===== src/rtl/riscv_params_pkg.sv =====
// Shared core encodings: forwarding-source selects and hazard-controller FSM states.
package riscv_params_pkg;

  typedef enum logic [1:0] {
    FW_RF  = 2'd0,
    FW_EX  = 2'd1,
    FW_MEM = 2'd2,
    FW_WB  = 2'd3
  } fw_sel_e;

  typedef enum logic [1:0] {
    HZ_RUN      = 2'd0,
    HZ_LD_STALL = 2'd1,
    HZ_MC_WAIT  = 2'd2
  } hz_state_e;

endpackage


===== src/rtl/hazard_src_cmp.sv =====
// Per-source operand comparator: picks the youngest forwarding source and flags a load-use hit.
module hazard_src_cmp
  import riscv_params_pkg::*;
#(
  parameter int unsigned ADDR_WIDTH = 4
) (
  input  logic [ADDR_WIDTH-1:0] src_addr,
  input  logic                  src_vld,
  input  logic [ADDR_WIDTH-1:0] ex_rd,
  input  logic [ADDR_WIDTH-1:0] mem_rd,
  input  logic [ADDR_WIDTH-1:0] wb_rd,
  input  logic                  ex_wr,
  input  logic                  mem_wr,
  input  logic                  wb_wr,
  input  logic                  ex_is_ld,
  output logic [1:0]            fw_sel_c,
  output logic                  ld_hit_c
);

  logic ex_hit;
  logic mem_hit;
  logic wb_hit;

  assign ex_hit  = src_vld && ex_wr  && (src_addr == ex_rd);
  assign mem_hit = src_vld && mem_wr && (src_addr == mem_rd);
  assign wb_hit  = src_vld && wb_wr  && (src_addr == wb_rd);

  // A load in EX has no data yet, so it never wins; older stages still may.
  always_comb begin
    fw_sel_c = FW_RF;
    if (ex_hit && !ex_is_ld) fw_sel_c = FW_EX;
    else if (mem_hit)        fw_sel_c = FW_MEM;
    else if (wb_hit)         fw_sel_c = FW_WB;
  end

  assign ld_hit_c = ex_hit && ex_is_ld;

endmodule


===== src/rtl/pipeline_hazard_ctrl.sv =====
// Stall/flush/forward controller for the 5-stage core; combinational controls from registered
// FSM state (RUN, load-use stall, multi-cycle wait) plus current pipeline inputs.
module pipeline_hazard_ctrl
  import riscv_params_pkg::*;
#(
  parameter int unsigned NUM_SRC    = 2,
  parameter int unsigned ADDR_WIDTH = 4,
  parameter int unsigned LD_STALL   = 1,
  parameter int unsigned MC_TIMEOUT = 64
) (
  input  logic                          clk,
  input  logic                          rst,
  input  logic [NUM_SRC*ADDR_WIDTH-1:0] dec_src_addr,
  input  logic [NUM_SRC-1:0]            dec_src_vld,
  input  logic [ADDR_WIDTH-1:0]         ex_rd,
  input  logic [ADDR_WIDTH-1:0]         mem_rd,
  input  logic [ADDR_WIDTH-1:0]         wb_rd,
  input  logic                          ex_wr,
  input  logic                          mem_wr,
  input  logic                          wb_wr,
  input  logic                          ex_is_ld,
  input  logic                          branch_taken,
  input  logic                          mc_start,
  input  logic                          mc_done,
  output logic                          fetch_en,
  output logic                          decode_en,
  output logic                          execute_en,
  output logic                          mem_en,
  output logic                          flush_dec,
  output logic                          flush_ex,
  output logic [NUM_SRC*2-1:0]          fw_sel,
  output logic [1:0]                    state_o,
  output logic                          err_timeout
);

  localparam int unsigned CNT_W = $clog2(LD_STALL + 1);
  localparam int unsigned TMO_W = (MC_TIMEOUT > 0) ? $clog2(MC_TIMEOUT + 1) : 1;

  hz_state_e          state_q, state_d;
  logic [CNT_W-1:0]   ld_cnt_q, ld_cnt_d;
  logic [TMO_W-1:0]   tmo_cnt_q, tmo_cnt_d;
  logic               err_q, err_d;
  logic [NUM_SRC-1:0] ld_hit;
  logic [NUM_SRC*2-1:0] fw_sel_raw;
  logic               ld_use;

  for (genvar i = 0; i < NUM_SRC; i++) begin : g_src
    hazard_src_cmp #(.ADDR_WIDTH(ADDR_WIDTH)) u_cmp (
      .src_addr (dec_src_addr[i*ADDR_WIDTH +: ADDR_WIDTH]),
      .src_vld  (dec_src_vld[i]),
      .ex_rd    (ex_rd),
      .mem_rd   (mem_rd),
      .wb_rd    (wb_rd),
      .ex_wr    (ex_wr),
      .mem_wr   (mem_wr),
      .wb_wr    (wb_wr),
      .ex_is_ld (ex_is_ld),
      .fw_sel_c (fw_sel_raw[2*i +: 2]),
      .ld_hit_c (ld_hit[i])
    );
  end

  assign ld_use = |ld_hit;

  // State register with synchronous reset.
  always_ff @(posedge clk) begin
    if (rst) begin
      state_q   <= HZ_RUN;
      ld_cnt_q  <= '0;
      tmo_cnt_q <= '0;
      err_q     <= 1'b0;
    end else begin
      state_q   <= state_d;
      ld_cnt_q  <= ld_cnt_d;
      tmo_cnt_q <= tmo_cnt_d;
      err_q     <= err_d;
    end
  end

  // Next state and stage controls; rst > branch > multi-cycle > load-use > run.
  always_comb begin
    state_d    = state_q;
    ld_cnt_d   = ld_cnt_q;
    tmo_cnt_d  = tmo_cnt_q;
    err_d      = err_q;
    fetch_en   = 1'b1;
    decode_en  = 1'b1;
    execute_en = 1'b1;
    mem_en     = 1'b1;
    flush_dec  = 1'b0;
    flush_ex   = 1'b0;
    if (rst) begin
      fetch_en   = 1'b0;
      decode_en  = 1'b0;
      execute_en = 1'b0;
      mem_en     = 1'b0;
    end else if (branch_taken) begin
      flush_dec = 1'b1;
      flush_ex  = 1'b1;
      state_d   = HZ_RUN;
      ld_cnt_d  = '0;
      tmo_cnt_d = '0;
    end else begin
      case (state_q)
        HZ_RUN: begin
          if (mc_start) begin
            if (!mc_done) begin
              state_d   = HZ_MC_WAIT;
              tmo_cnt_d = '0;
            end
          end else if (ld_use) begin
            fetch_en  = 1'b0;
            decode_en = 1'b0;
            flush_ex  = 1'b1;
            if (LD_STALL > 1) begin
              state_d  = HZ_LD_STALL;
              ld_cnt_d = CNT_W'(LD_STALL - 1);
            end
          end
        end
        HZ_LD_STALL: begin
          fetch_en  = 1'b0;
          decode_en = 1'b0;
          flush_ex  = 1'b1;
          if (ld_cnt_q > CNT_W'(1)) begin
            ld_cnt_d = ld_cnt_q - CNT_W'(1);
          end else begin
            ld_cnt_d = '0;
            state_d  = HZ_RUN;
          end
        end
        HZ_MC_WAIT: begin
          if (mc_done) begin
            state_d   = HZ_RUN;
            tmo_cnt_d = '0;
          end else begin
            fetch_en   = 1'b0;
            decode_en  = 1'b0;
            execute_en = 1'b0;
            mem_en     = 1'b0;
            if (tmo_cnt_q != {TMO_W{1'b1}}) tmo_cnt_d = tmo_cnt_q + TMO_W'(1);
            if ((MC_TIMEOUT != 0) && (tmo_cnt_d == TMO_W'(MC_TIMEOUT))) begin
              err_d     = 1'b1;
              state_d   = HZ_RUN;
              tmo_cnt_d = '0;
            end
          end
        end
        default: state_d = HZ_RUN;
      endcase
    end
  end

  assign fw_sel      = rst ? '0 : fw_sel_raw;
  assign state_o     = rst ? 2'b00 : 2'(state_q);
  assign err_timeout = err_q && !rst;

endmodule


===== config.mk =====
export PLATFORM = sky130hd
export DESIGN_NAME = pipeline_hazard_ctrl
export DESIGN_NICKNAME = d
export VERILOG_FILES = /design/src/rtl/riscv_params_pkg.sv /design/src/rtl/hazard_src_cmp.sv /design/src/rtl/pipeline_hazard_ctrl.sv
export SDC_FILE = /design/constraint.sdc
export NUM_CORES = 1
export LEC_CHECK = 0
export CORE_ASPECT_RATIO = 1.1
export CORE_MARGIN = 4
export CORE_UTILIZATION = 41
export CTS_CLUSTER_DIAMETER = 30
export DETAILED_ROUTE_END_ITERATION = 12
export PLACE_DENSITY = 0.82
export SLEW_MARGIN = 0
export SYNTH_ARGS = -nofsm -noshare
export SYNTH_HDL_FRONTEND = slang
export SYNTH_SLANG_ARGS = --single-unit
export TNS_END_PERCENT = 50

===== constraint.sdc =====
create_clock -name clk -period 1.84 [get_ports clk]
set_input_delay 0.368 -clock clk [delete_from_list [all_inputs] [get_ports clk]]
set_output_delay 0.368 -clock clk [all_outputs]
set_load 0.01 [all_outputs]

==> impl_metrics.yaml <==
critical_path:
  reg2reg_slack_ps: 150
  end_kind: "primary output"
  cp_num_buf_inv: 2
  reg2reg_depth: 6
  cp.arrival_ps: 1620
  worst_path_max_delay_cell: "or3_1"
  max_stage_delay_ps: 320
  cp.depth: 7
  start_kind: "primary input"
  critPathKind: "in2out"
  cp_max_fo: 2
  cp_top_family: "simple AND/OR/NAND/NOR gates"
  crit_chain: "buf_8, xnor2_4, nand3_2, or3_1, o31a_1, o31a_1, buf_2"
  regToRegEndpoint: "state_q[1]"
  critPathRequiredTime_ps: 1470
  timing.rr.start: "tmo_cnt_q[0]"
  crit_top_cell: "o31a_1"
timing:
  finalMaxSlewViolations: 0
  min_period_ps: 1986
  post-route-period-util_pct: 107.9
  clock-skew-final_ps: 2.543
  setup_ws_ps: -145.5
  rsz0062_at_grt: "yes"
  finalHoldViolations: 0
  finalSetupViolations: 6
  max_freq_mhz: 503.6
power_and_ir_drop:
  p_per_area_nw_per_um2: 370.0
  peakVddDrop_mv: 0.2132
  p_total_w: 0.0006546
  p_leak_nw: 0.8163
floorplan:
  die_x_um: 54.43
  pin_count: 44
  die_area_um2: 3215
  rows: 18
  start_util_pct: 43.17
  die_y_um: 59.07
  core-area_um2: 2252
yosys:
  yosysWarnings: 0
  yosys-top-cells-count: "xnor2_1, a21oi_1, nand2_1, xor2_1"
  netlist_instances: 132
  ys_ff_latch: 9
  syn_area_um2: 972.2
  synth-edff-count: 0
  yosysTopAreaCell: "dfxtp_1"
  synth_nets: 164
  syn_area_per_cell_um2: 7.365
  synth_most_common_cell: "xnor2_1"
  ys.flop_type: "dfxtp_1"
  ys_types: 38
  synthTopCellsByArea: "dfxtp_1, xnor2_1, xor2_1, a21oi_1, nand2_1"
  synth_seq_area_share_pct: 18.53
  synthArstFlopShare_pct: 0
  synth.top_cell.area_share_pct: 18.53
worst_hold_path:
  hold_path_class: "in2reg"
  hold_depth: 3
  hold_path_startpoint: "mc_done"
  whs_endpoint: "state_q[1]"
outcome:
  violations: "setup timing"
  status: "finished with violations"
cts:
  hold_buffers: 0
  cts.htree.levels: 1
  clkTransAtPathRegs_ps: 60
  clock-sinks: 9
  clkLatencyLatePin_ps: 270
  cts_tree: "yes"
  clk_root_buffer_cell: "clkbuf_4"
  clock_path_buffers: 2
  cts_buffers: 3
layout:
  final_core_util_pct: 78.56
  area_growth_syn_to_layout_pct: 81.98
  layout.cells.non_filler: 233
  antennaDiodeCount: 0
  fin_nets: 236
  drive_gt1_share_pct: 47.29
detailed_routing:
  drtIter0Drc: 52
  dr.pass1.iters: 4
  drcViolationCount: 0
  via_per_inst: 5.730
  routedWlPerCell_um: 16.71
  drtAntennaViolNets: 0
  finalWirelength_um: 3893
  num_vias: 1335
placed_design:
  place_ws_ps: -949.7
  dp_cells: 223
  gp_congestion: 0.8648
  dpl.hpwl_um: 2673
  io_buffers: 42
grt:
  grt_pass1_wl_um: 5858
  antenna_found_initial: 0
  grt_max_degree: 9
  globalRouteOverflowTotal: 0
  grt_pass1_vias: 1349
  grt_util_all_layers_pct: 24.96
flow_run:
  max_cap_violations: 0
cell type report:
class	count	area, um2
fillers	143	483.0
clock buffers	4	26.28
inverters	7	26.28
multi-input cells	110	913.4
repair buffers	73	585.6
flip-flops and latches	9	180.2
well taps	30	37.54
worst max-delay path by stage:
stage / end / start / slack, ps
after floorplan: fetch_en / ex_rd[0] / 30
final: fetch_en / dec_src_addr[3] / -150
after detailed placement: fw_sel[1] / dec_src_addr[0] / -950
after global placement: fw_sel[1] / dec_src_addr[1] / -860
after CTS: decode_en / dec_src_addr[0] / -170
after global routing: fw_sel[0] / dec_src_addr[3] / -240
routing by layer:
| layer | vias to the layer above | GRT usage (%) | share of wire [%] |
|---|---|---|---|
| met1 | 636 | 24.62 | 36 |
| met4 | 0 | 14.95 | 4.4 |
| li1 | 613 | - | - |
| met3 | 17 | 4.030 | 6.8 |
| met2 | 69 | 46.67 | 53 |
| met5 | - | 0 | 0 |
repair_timing:
| item | in CTS | in global routing |
|---|---|---|
| pin swaps | 29 | 11 |
| setup buffers | 7 | 2 |
| hold endpoints to repair | 0 | 0 |
| setup endpoints to repair | 12 | 14 |
| resized for setup | 166 | 23 |
worst register-to-register path, cell delays in order (launching register included):
cell	delay (ps)
dfxtp_1	350
ha_1	280
and4_1	270
nand2_1	60
o21ai_0	90
and3_4	180
a2111oi_4	360
logic make-up (layout without fill, tap and decap cells):
group                      after synthesis  after routing  share of synthesized area [%]
other                                    1              1                         0.3857
and+or+nand+nor                         55             55                          30.89
DFF                                      9              9                          18.53
buffers and inverters                   13             84                          6.178
AOI/OAI and AO/OA                       32             32                          23.81
adders and majority gates                1              1                          1.287
xor gates and xnor gates                21             21                          18.92
where the power goes:
part	internal, W	switching (W)	total (W)
clock	0.0000839	0.0000748	0.000159
sequential	0.000196	0.000000791	0.000196
combinational	0.000155	0.000144	0.000300
total	0.000435	0.000220	0.000655
registers in the layout, indices dropped and copies added (netlist names):
register	count
err_q	1
state_q	1
tmo_cnt_q	7
layout by cell type, fill, tap and decap left out, types with 3 or more instances in the layout:
| cell | count |
|---|---|
| a21oi_1 | 9 |
| buf_2 | 17 |
| buf_4 | 31 |
| buf_6 | 8 |
| buf_8 | 3 |
| clkbuf_4 | 3 |
| clkdlybuf4s15_1 | 3 |
| clkdlybuf4s50_1 | 3 |
| dfxtp_1 | 9 |
| dlygate4sd2_1 | 3 |
| inv_1 | 4 |
| inv_2 | 3 |
| nand2_1 | 8 |
| nand3_1 | 3 |
| nand3_2 | 3 |
| nor2_1 | 9 |
| nor2b_1 | 4 |
| nor3_1 | 3 |
| nor4_4 | 3 |
| o21ai_0 | 4 |
| o22ai_1 | 3 |
| xnor2_1 | 4 |
| xnor2_2 | 6 |
| xor2_1 | 7 |
| xor2_2 | 3 |
through the flow:
step	hold WS [ps]	setup TNS, ps	cell area (um2)
floorplan	432.3	0	972.2
global placement	514.4	-7436	1584
detailed placement	534.9	-8066	1584
CTS	541.5	-688.3	1705
global route	442.9	-1164	1769
finish	425.0	-750.4	1769
(Power assumes the default switching activity.)
